==> config.mk <==
export PLATFORM = sky130hd
export DESIGN_NAME = toggle_cover_detector_flat
export DESIGN_NICKNAME = d
export VERILOG_FILES = /design/src/rtl/toggle_cover_pkg.sv /design/src/rtl/toggle_cover_detector_if.sv /design/src/rtl/toggle_cover_popcount.sv /design/src/rtl/toggle_cover_detector.sv /design/src/flat_wrapper.sv
export SDC_FILE = /design/constraint.sdc
export NUM_CORES = 1
export LEC_CHECK = 0
export ABC_AREA = 1
export BUFFER_PORTS_ARGS = -buffer_cell sky130_fd_sc_hd__buf_2
export CORE_UTILIZATION = 40
export CTS_CLUSTER_SIZE = 16
export DETAILED_ROUTE_END_ITERATION = 6
export GPL_ROUTABILITY_DRIVEN = 1
export PLACE_DENSITY_LB_ADDON = 0.2
export SYNTH_ARGS = -nofsm -noshare
export SYNTH_HDL_FRONTEND = slang
export SYNTH_SLANG_ARGS = --single-unit
==> constraint.sdc <==
create_clock -name clock -period 6.85 [get_ports clock]
set_input_delay 0.3425 -clock clock [delete_from_list [all_inputs] [get_ports clock]]
set_output_delay 0.3425 -clock clock [all_outputs]
set_load 0.005 [all_outputs]
==> src/rtl/toggle_cover_pkg.sv <==
// ============================================================================
// Module      : toggle_cover_pkg
// Description : Shared types and constants for the toggle-coverage detector.
// Revision    : 1.0 - initial release
// ============================================================================
`default_nettype none

package toggle_cover_pkg;

    // Lane offset of the rise/fall strobe within each per-bit pair
    localparam int RISE_OFS = 0;
    localparam int FALL_OFS = 1;

    typedef enum logic [0:0] {
        ARM_WARMUP = 1'b0,
        ARM_LIVE   = 1'b1
    } arm_state_t;

    function automatic int cnt_width(input int n);
        return $clog2(n + 1);
    endfunction

endpackage

`default_nettype wire

==> src/rtl/toggle_cover_detector_if.sv <==
// ============================================================================
// Module      : toggle_cover_detector_if
// Description : Sample/strobe bundle between a design monitor and the detector.
// Revision    : 1.0 - initial release
// ============================================================================
`default_nettype none

interface toggle_cover_detector_if
    import toggle_cover_pkg::*;
#(
    parameter int WIDTH = 10,
    parameter int CNT_W = cnt_width(2 * WIDTH)
);
    logic                 en;
    logic                 clear;
    logic [WIDTH-1:0]     sig;
    logic [2*WIDTH-1:0]   valid;
    logic [CNT_W-1:0]     covered_cnt;
    logic                 all_covered;

    modport master (
        output en, clear, sig,
        input  valid, covered_cnt, all_covered
    );

    modport slave (
        input  en, clear, sig,
        output valid, covered_cnt, all_covered
    );
endinterface

`default_nettype wire

==> src/rtl/toggle_cover_popcount.sv <==
// ============================================================================
// Module      : toggle_cover_popcount
// Description : Combinational population count of an N-bit vector.
// Revision    : 1.0 - initial release
// ============================================================================
`default_nettype none

module toggle_cover_popcount #(
    parameter int N   = 20,
    parameter int W   = $clog2(N + 1)
) (
    input  wire logic [N-1:0] i_bits,
    output logic      [W-1:0] o_count
);
    logic [W-1:0] w_sum;

    always_comb begin
        w_sum = '0;
        for (int k = 0; k < N; k++) begin
            w_sum = w_sum + W'(i_bits[k]);
        end
    end

    assign o_count = w_sum;
endmodule

`default_nettype wire

==> src/rtl/toggle_cover_detector.sv <==
// ============================================================================
// Module      : toggle_cover_detector
// Description : First-occurrence rise/fall strobes per signal bit, deduplicated.
// Revision    : 1.0 - initial release
// ============================================================================
`default_nettype none

module toggle_cover_detector
    import toggle_cover_pkg::*;
#(
    parameter int WIDTH = 10,
    parameter int CNT_W = cnt_width(2 * WIDTH)
) (
    input  wire logic           clock,
    input  wire logic           reset,
    toggle_cover_detector_if.slave bus
);
    localparam int NPTS = 2 * WIDTH;

    arm_state_t         r_arm_state;
    arm_state_t         w_arm_next;
    logic [WIDTH-1:0]   r_prev;
    logic [NPTS-1:0]    r_seen;
    logic [NPTS-1:0]    r_valid;
    logic [CNT_W-1:0]   r_cnt;
    logic               r_all;
    logic [NPTS-1:0]    w_hit;
    logic [NPTS-1:0]    w_new;
    logic [CNT_W-1:0]   w_pop;
    logic               w_sample;

    for (genvar i = 0; i < WIDTH; i++) begin : g_lane
        assign w_hit[2*i+RISE_OFS] = ~r_prev[i] &  bus.sig[i];
        assign w_hit[2*i+FALL_OFS] =  r_prev[i] & ~bus.sig[i];
    end

    // The warm-up sample never compares against stale or reset prev
    assign w_sample = bus.en & ~bus.clear & (r_arm_state == ARM_LIVE);
    assign w_new    = w_sample ? (w_hit & ~r_seen) : '0;

    toggle_cover_popcount #(
        .N (NPTS),
        .W (CNT_W)
    ) u_popcount (
        .i_bits  (w_new),
        .o_count (w_pop)
    );

    always_comb begin
        w_arm_next = r_arm_state;
        if (bus.clear) begin
            w_arm_next = ARM_WARMUP;
        end else if (bus.en) begin
            w_arm_next = ARM_LIVE;
        end
    end

    always_ff @(posedge clock or negedge reset) begin
        if (!reset) begin
            r_arm_state <= ARM_WARMUP;
            r_prev      <= '0;
            r_seen      <= '0;
            r_valid     <= '0;
            r_cnt       <= '0;
            r_all       <= 1'b0;
        end else begin
            r_arm_state <= w_arm_next;
            if (bus.en) begin
                r_prev <= bus.sig;
            end
            if (bus.clear) begin
                r_seen  <= '0;
                r_valid <= '0;
                r_cnt   <= '0;
                r_all   <= 1'b0;
            end else begin
                r_seen  <= r_seen | w_new;
                r_valid <= w_new;
                r_cnt   <= r_cnt + w_pop;
                r_all   <= (r_cnt == CNT_W'(NPTS));
            end
        end
    end

    assign bus.valid       = r_valid;
    assign bus.covered_cnt = r_cnt;
    assign bus.all_covered = r_all;
endmodule

`default_nettype wire

==> src/flat_wrapper.sv <==
// flat-port wrapper written by rule: the top's interface ports become plain ports
module toggle_cover_detector_flat import toggle_cover_pkg::*;
#(
    parameter int WIDTH = 10,
    parameter int CNT_W = cnt_width(2 * WIDTH)
)
  (clock, reset, bus_en, bus_clear, bus_sig, bus_valid, bus_covered_cnt, bus_all_covered);
  toggle_cover_detector_if #(.WIDTH(WIDTH), .CNT_W(CNT_W)) bus_i ();
  input  wire logic clock;
  input  wire logic reset;
  input wire logic [$bits(bus_i.en)-1:0] bus_en;
  input wire logic [$bits(bus_i.clear)-1:0] bus_clear;
  input wire logic [$bits(bus_i.sig)-1:0] bus_sig;
  output wire logic [$bits(bus_i.valid)-1:0] bus_valid;
  output wire logic [$bits(bus_i.covered_cnt)-1:0] bus_covered_cnt;
  output wire logic [$bits(bus_i.all_covered)-1:0] bus_all_covered;
  assign bus_i.en = bus_en;
  assign bus_i.clear = bus_clear;
  assign bus_i.sig = bus_sig;
  assign bus_valid = bus_i.valid;
  assign bus_covered_cnt = bus_i.covered_cnt;
  assign bus_all_covered = bus_i.all_covered;
  toggle_cover_detector #(.WIDTH(WIDTH), .CNT_W(CNT_W)) u_core (.clock(clock), .reset(reset), .bus(bus_i));
endmodule
==> results of run 1 <==
## synth_stat cells (all sizes together)
library cell / number / share of area (%)
inv: 61 / 8.2
dfrtp: 57 / 51
nor2: 42 / 6.2
nand2: 32 / 4.3
o21ai: 18 / 3.2
fa: 15 / 11
nand3: 11 / 2.4
ha: 9 / 4.0
nand4: 8 / 5.5
clkbuf: 4 / 0.54
nor3: 4 / 0.71
o22ai: 4 / 0.89
buf: 3 / 1.5
a21oi: 2 / 0.36
and2: 1 / 0.22
xnor2: 1 / 0.31
## where the power goes
group	switching [W]	internal, W
Clock	0.000136	0.000223
Sequential	0.00000766	0.000351
Combinational	0.0000647	0.0000352
Total	0.000209	0.000610
## area by class of cell
cell class | count | share of cell area, %
clock buffers | 11 | 4.59
clock inverters | 5 | 2.35
inverters | 61 | 6.95
multi-input cells | 147 | 33.0
flip-flops and latches | 57 | 43.3
well taps | 96 | 3.64
repair buffers | 40 | 6.15
## registers in the layout, summed over array words and instances, names as in the netlist
name / cells
u_core.bus.all_covered: 1
u_core.r_arm_state: 1
u_core.r_seen: 20
u_core.bus.covered_cnt: 5
u_core.r_prev: 10
u_core.bus.valid: 20
## layer usage
| metal | wire length (um) | vias to the layer above | track usage, % |
|---|---|---|---|
| li1 | - | 920 | - |
| met1 | 2380 | 867 | 21.4 |
| met2 | 2500 | 28 | 25.7 |
| met3 | 200 | 9 | 4.91 |
| met4 | 99 | 0 | 7.73 |
| met5 | 0 | - | 0 |
## kinds of logic (layout without fill, tap and decap cells)
group | after synthesis | after routing
fa+ha+maj | 24 | 24
xor+xnor | 1 | 1
compound gates | 24 | 24
simple gates | 98 | 98
buf+inv | 68 | 117
flops | 57 | 57
## worst max-delay path, delay by kind of cell
family / cells / cell delay, ns
compound gates: 1 / 0.12
fa+ha+maj: 7 / 3.48
buf+inv: 6 / 1.03
simple gates: 5 / 0.66
## worst max path at each step
| stage | startpoint | endpoint | slack [ns] | cells past startpoint |
|---|---|---|---|---|
| after global placement | bus_clear | u_core.bus.covered_cnt[4] | 1.13 | 19 |
| after CTS | bus_clear | u_core.bus.covered_cnt[4] | 1.40 | 20 |
| final | bus_clear | u_core.bus.covered_cnt[4] | 1.43 | 19 |
| after global routing | bus_clear | u_core.bus.covered_cnt[4] | 1.10 | 20 |
| after detailed placement | bus_clear | u_core.bus.covered_cnt[4] | 1.06 | 20 |
| after floorplan | bus_clear | u_core.bus.covered_cnt[4] | 2.05 | 19 |
## stage by stage
step,cells,area [um2]
2_1_floorplan,272,2800
3_3_place_gp,401,3070
3_5_place_dp,401,3070
4_1_cts,417,3300
5_1_grt,417,3300
6_report,417,3300
==> results.ini, run 1 <==
[outcome]
status=finished clean

[place]
routabilityCongestion=0.788
place_ws_ns=1.06
dp_hpwl_um=3780
io_buffers=39

[cts]
cts.sinks=57
cts_tree=built
postCtsSetupRepairBufs=0
cts_made_buffers=9
cts_root_buf=clkbuf_8
htree_num_levels=3
cts.path.max_buffers=2
post_cts_resized=0
clkTransAtPathRegs_ns=0.07
ctsHoldBuffers=0
clk_latency_ns=0.34

[pwr]
p_leak_nw=1.81
powerDensity_nw_per_um2=248
ir_drop_mv=0.0953
power.total_w=0.000818

[route]
dr.first_iter.drc_count=99
vias=1824
wire_per_inst_um=12.4
vias_per_cell=4.37
drt.antenna.violating_nets=0
drc=0
first_pass_iters=4
wl_um=5180

[sta]
final.setup.tns_ns=0
min_period_over_period_pct=79.1
finalHoldViolCount=0
period_minus_slack_ns=5.42
tightest_slew_ns=0.721
holdWs_ns=0.142
worst_slack_ns=1.43
finalSetupViolations=0
rsz0062_at_grt=false
max_freq_ghz=0.185
finClkSkew_ns=0.00815
finalMaxSlewViolations=0
slew_headroom_pct=51.9

[synthesis]
syn_avg_cell_area_um2=10.3
yosys_warnings=0
ys_seq_area_share_pct=50.9
syn_inst=272
synth-simple-area-share_pct=19.3
synth_area_um2=2800
netlist-cell-type-count=21
synth.mux.area_fraction_pct=0
synth_xor_area_share_pct=0.313
synth_nets=310
synth_top_family_by_area=simple AND/OR/NAND/NOR gates
synth_compound_area_share_pct=4.47
yosys.area_share.adder_pct=14.7
synth-seq-cells=57

[die]
start_util_pct=41.2
ios=40
die_area_um2=7340
die_h_um=85.7
coreArea_um2=6790
rows=30
die_x_um=85.7

[setup_path]
critical_path.max_stage_delay_ns=0.57
worstPathArrival_ns=5.65
cp_common_cell=fa_1
cp.required_ns=7.08
rr_worst_depth=17
critical_path_class=in -> reg
crit_fanout=23
reg2reg_slack_ns=1.52
rr_startpoint=u_core.r_arm_state
crit_chain=buf_2 -> inv_2 -> nand3_4 -> inv_2 -> nand4_4 -> fa_1 -> inv_1 -> fa_1 -> inv_1 -> fa_1 -> fa_1 -> inv_1 -> fa_1 -> fa_1 -> fa_1 -> nand3_1 -> nand3_1 -> a21oi_1 -> nor2_1
crit_slowest_cell=fa_1
r2r_end=u_core.bus.covered_cnt[4]
startpoint_type=input port
end_kind=flop

[layout]
final_common_cell=inv_1
final_cell_mix=inv_1 (59), dfrtp_1 (57), nor2_1 (40), buf_2 (39), nand2_1 (32)
n_antenna_cell=0
multi_input_area_um2=1090
fill_cells=653
drive_above_1_share_pct=21.2
seq_area_um2=1430
nNetsFinal=354
area_growth_pct=17.6
final_util_pct=48.5

[global_routing]
grt-ovfl-total=0
grt_pass1_vias=1875
antenna_found_initial=0
grt_pass1_wl_um=8960
track_usage_pct=16.6
grt_max_degree=58

[flow_run]
cap_viol_max_count=0

[min_path]
min_path_type=in -> async

Note: power is estimated with default switching activity, not from simulation.
==> run 2: changes to the inputs <==
--- a/config.mk
+++ b/config.mk
@@ -5,7 +5,7 @@
 export SDC_FILE = /design/constraint.sdc
 export NUM_CORES = 1
 export LEC_CHECK = 0
-export ABC_AREA = 1
+export ABC_AREA = 0
 export BUFFER_PORTS_ARGS = -buffer_cell sky130_fd_sc_hd__buf_2
 export CORE_UTILIZATION = 40
 export CTS_CLUSTER_SIZE = 16
==> constraint.sdc (replaced) <==
create_clock -name clock -period 4.5 [get_ports clock]
set_input_delay 0.225 -clock clock [delete_from_list [all_inputs] [get_ports clock]]
set_output_delay 0.225 -clock clock [all_outputs]
set_load 0.005 [all_outputs]
==> results.ini, run 2 <==
[min_path]
min_path_type=in -> async

[outcome]
violations=setup timing
status=complete, but fails checks

[setup_path]
end_kind=flop
startpoint_type=flop
crit_fanout=5
crit_chain=nand3b_4 -> buf_6 -> buf_6 -> nor3_4 -> inv_1 -> fa_1 -> inv_1 -> fa_1 -> inv_2 -> fa_1 -> fa_1 -> inv_2 -> fa_1 -> fa_2 -> a21o_1 -> a21oi_2 -> mux2_4
cp.required_ns=4.72
worstPathArrival_ns=4.82
critical_path_class=reg -> reg
cp_common_cell=fa_1
crit_slowest_cell=fa_1
critical_path.max_stage_delay_ns=0.50

[cts]
clk_latency_ns=0.34
clkTransAtPathRegs_ns=0.07
htree_num_levels=3
cts_made_buffers=9
cts_root_buf=clkbuf_8
cts_tree=built
cts.sinks=57
cts.path.max_buffers=2

[synthesis]
netlist-cell-type-count=26
synth-async-reset-ratio_pct=100
yosys_warnings=0
synth_nets=251
yosysMostFrequentCell=dfrtp_1
syn_inst=213
synth_area_um2=2800
synth_edf_count=0
synth_ff_type=dfrtp_1
ys_seq_area_share_pct=51.0
syn_avg_cell_area_um2=13.1
synth.area.top_cells=dfrtp_1 (51%), fa_1 (11%), nor4b_4 (5.1%), inv_1 (4.7%), mux2_2 (4.4%)
synth_top_cell_by_area=dfrtp_1
yosys.area.top_type_share_pct=51.0
synth-seq-cells=57
synth_commonest_cells=dfrtp_1 (57), inv_1 (35), a21o_1 (15), fa_1 (15)

[pwr]
power.total_w=0.00112
swShare_pct=27.2
powerDensity_nw_per_um2=320
p_comb_share_pct=14.9
ir_drop_mv=0.138
p_seq_share_pct=50.0
switching_power_w=0.000305
p_leak_nw=1.94
clock_power_share_pct=35.1
internal-power_w=0.000816

[die]
die_h_um=85.6
start_util_pct=41.4
ios=40
die_x_um=85.6
die_area_um2=7330
coreArea_um2=6760
rows=30

[sta]
slew_headroom_pct=52.5
worst_slack_ns=-0.0974
period_minus_slack_ns=4.60
finalMaxSlewViolations=0
max_freq_ghz=0.218
rsz0062_at_grt=true
final.setup.tns_ns=-0.241
finalSetupViolations=4
tightest_slew_ns=0.713
finClkSkew_ns=0.00809
finalHoldViolCount=0
min_period_over_period_pct=102

[global_routing]
grt_pass1_vias=1741
grt-ovfl-total=0
use_met2_pct=23.8
grt_max_degree=58
grt_use_met1_pct=24.3
grt_pass1_wl_um=9030
antenna_found_initial=0
grt_busiest_layer=met1
grt.met3_usage_pct=3.75
track_usage_pct=16.9

[layout]
final_common_cell=dfrtp_1
area_growth_pct=25.4
final_util_pct=51.9
multi_input_area_um2=1250
seq_area_um2=1430
nNetsFinal=327
n_antenna_cell=0
fill_cells=591
final_cell_mix=dfrtp_1 (57), buf_2 (39), inv_1 (32), buf_4 (29), a21o_1 (15)
drive_above_1_share_pct=39.8
final_cell_area_um2=3510

[route]
wire_per_inst_um=14.5
drt.antenna.violating_nets=0
vias_per_cell=4.73
wl_um=5430
dr.first_iter.drc_count=58
vias=1770
drc=0
first_pass_iters=4

[place]
io_buffers=39
place_area_um2=3280
place_ws_ns=-0.280
dp_hpwl_um=3940
routabilityCongestion=0.765

[flow_run]
cap_viol_max_count=0

run 2: worst paths after layout:
check / start / to / slack, ns / depth (start not counted)
max in group asynchronous: reset / u_core.r_prev[2] / 4.00 / 2
worst max register to register: u_core.r_arm_state / u_core.bus.covered_cnt[3] / -0.1 / 17
worst min register to register: u_core.r_seen[0] / u_core.bus.valid[0] / 0.45 / 1
worst min-delay path: reset / u_core.r_prev[8] / 0.03 / 2
min in group clock: bus_sig[2] / u_core.bus.valid[5] / 0.10 / 2
worst max-delay path: u_core.r_arm_state / u_core.bus.covered_cnt[3] / -0.1 / 17
run 2: layout make-up:
cell class,instances,share of cell area (%)
sequential,57,40.7
multi-input combinational,115,35.5
timing repair buffer,71,12.7
clock buffer,12,3.85
inverter,35,3.75
tap,80,2.86
clock inverter,4,0.571
run 2: metrics by stage:
step	hold WS [ns]	instances
after CTS	0.0556	372
after global placement	0.416	352
final	0.0293	374
after detailed placement	0.420	352
after global routing	0.0945	374
after floorplan	-0.0706	213
run 2: critical path: cells and delay by family (launching register included):
kind	cells	cell delay, ns
AO/OA/AOI/OAI	2	0.35
adder cells (fa/ha/maj)	6	2.71
buffers and inverters	6	0.46
flip-flops	1	0.39
multiplexers	1	0.31
AND/OR/NAND/NOR	2	0.25
run 2: what timing repair did:
| action | in CTS | in global routing |
|---|---|---|
| endpoints found under the setup margin | 4 | 4 |
| pin swaps | 12 | 7 |
| gates resized for setup | 7 | 3 |
| hold buffers | 0 | 0 |
| setup buffers | 4 | 2 |
run 2: cell families after synthesis:
| group | after synthesis | synth area share, % |
|---|---|---|
| compound gates | 24 | 5.64 |
| xor+xnor | 2 | 1.12 |
| fa+ha+maj | 24 | 14.8 |
| buf+inv | 41 | 5.86 |
| flops | 57 | 51.0 |
| mux | 11 | 4.43 |
| simple gates | 54 | 17.1 |
run 2: power groups by stage:
stage	combinational, W	sequential [W]	clock, W
after floorplan	0.0000959	0.000564	0
after global placement	0.000160	0.000568	0
after detailed placement	0.000166	0.000568	0
after CTS	0.000173	0.000560	0.000406
after global routing	0.000191	0.000563	0.000436
final	0.000167	0.000561	0.000393
run 2: routing by layer:
metal  vias up  wire, um
li1        865         -
met1       867      2680
met2        29      2490
met3         9       135
met4         0       121
met5         -         0
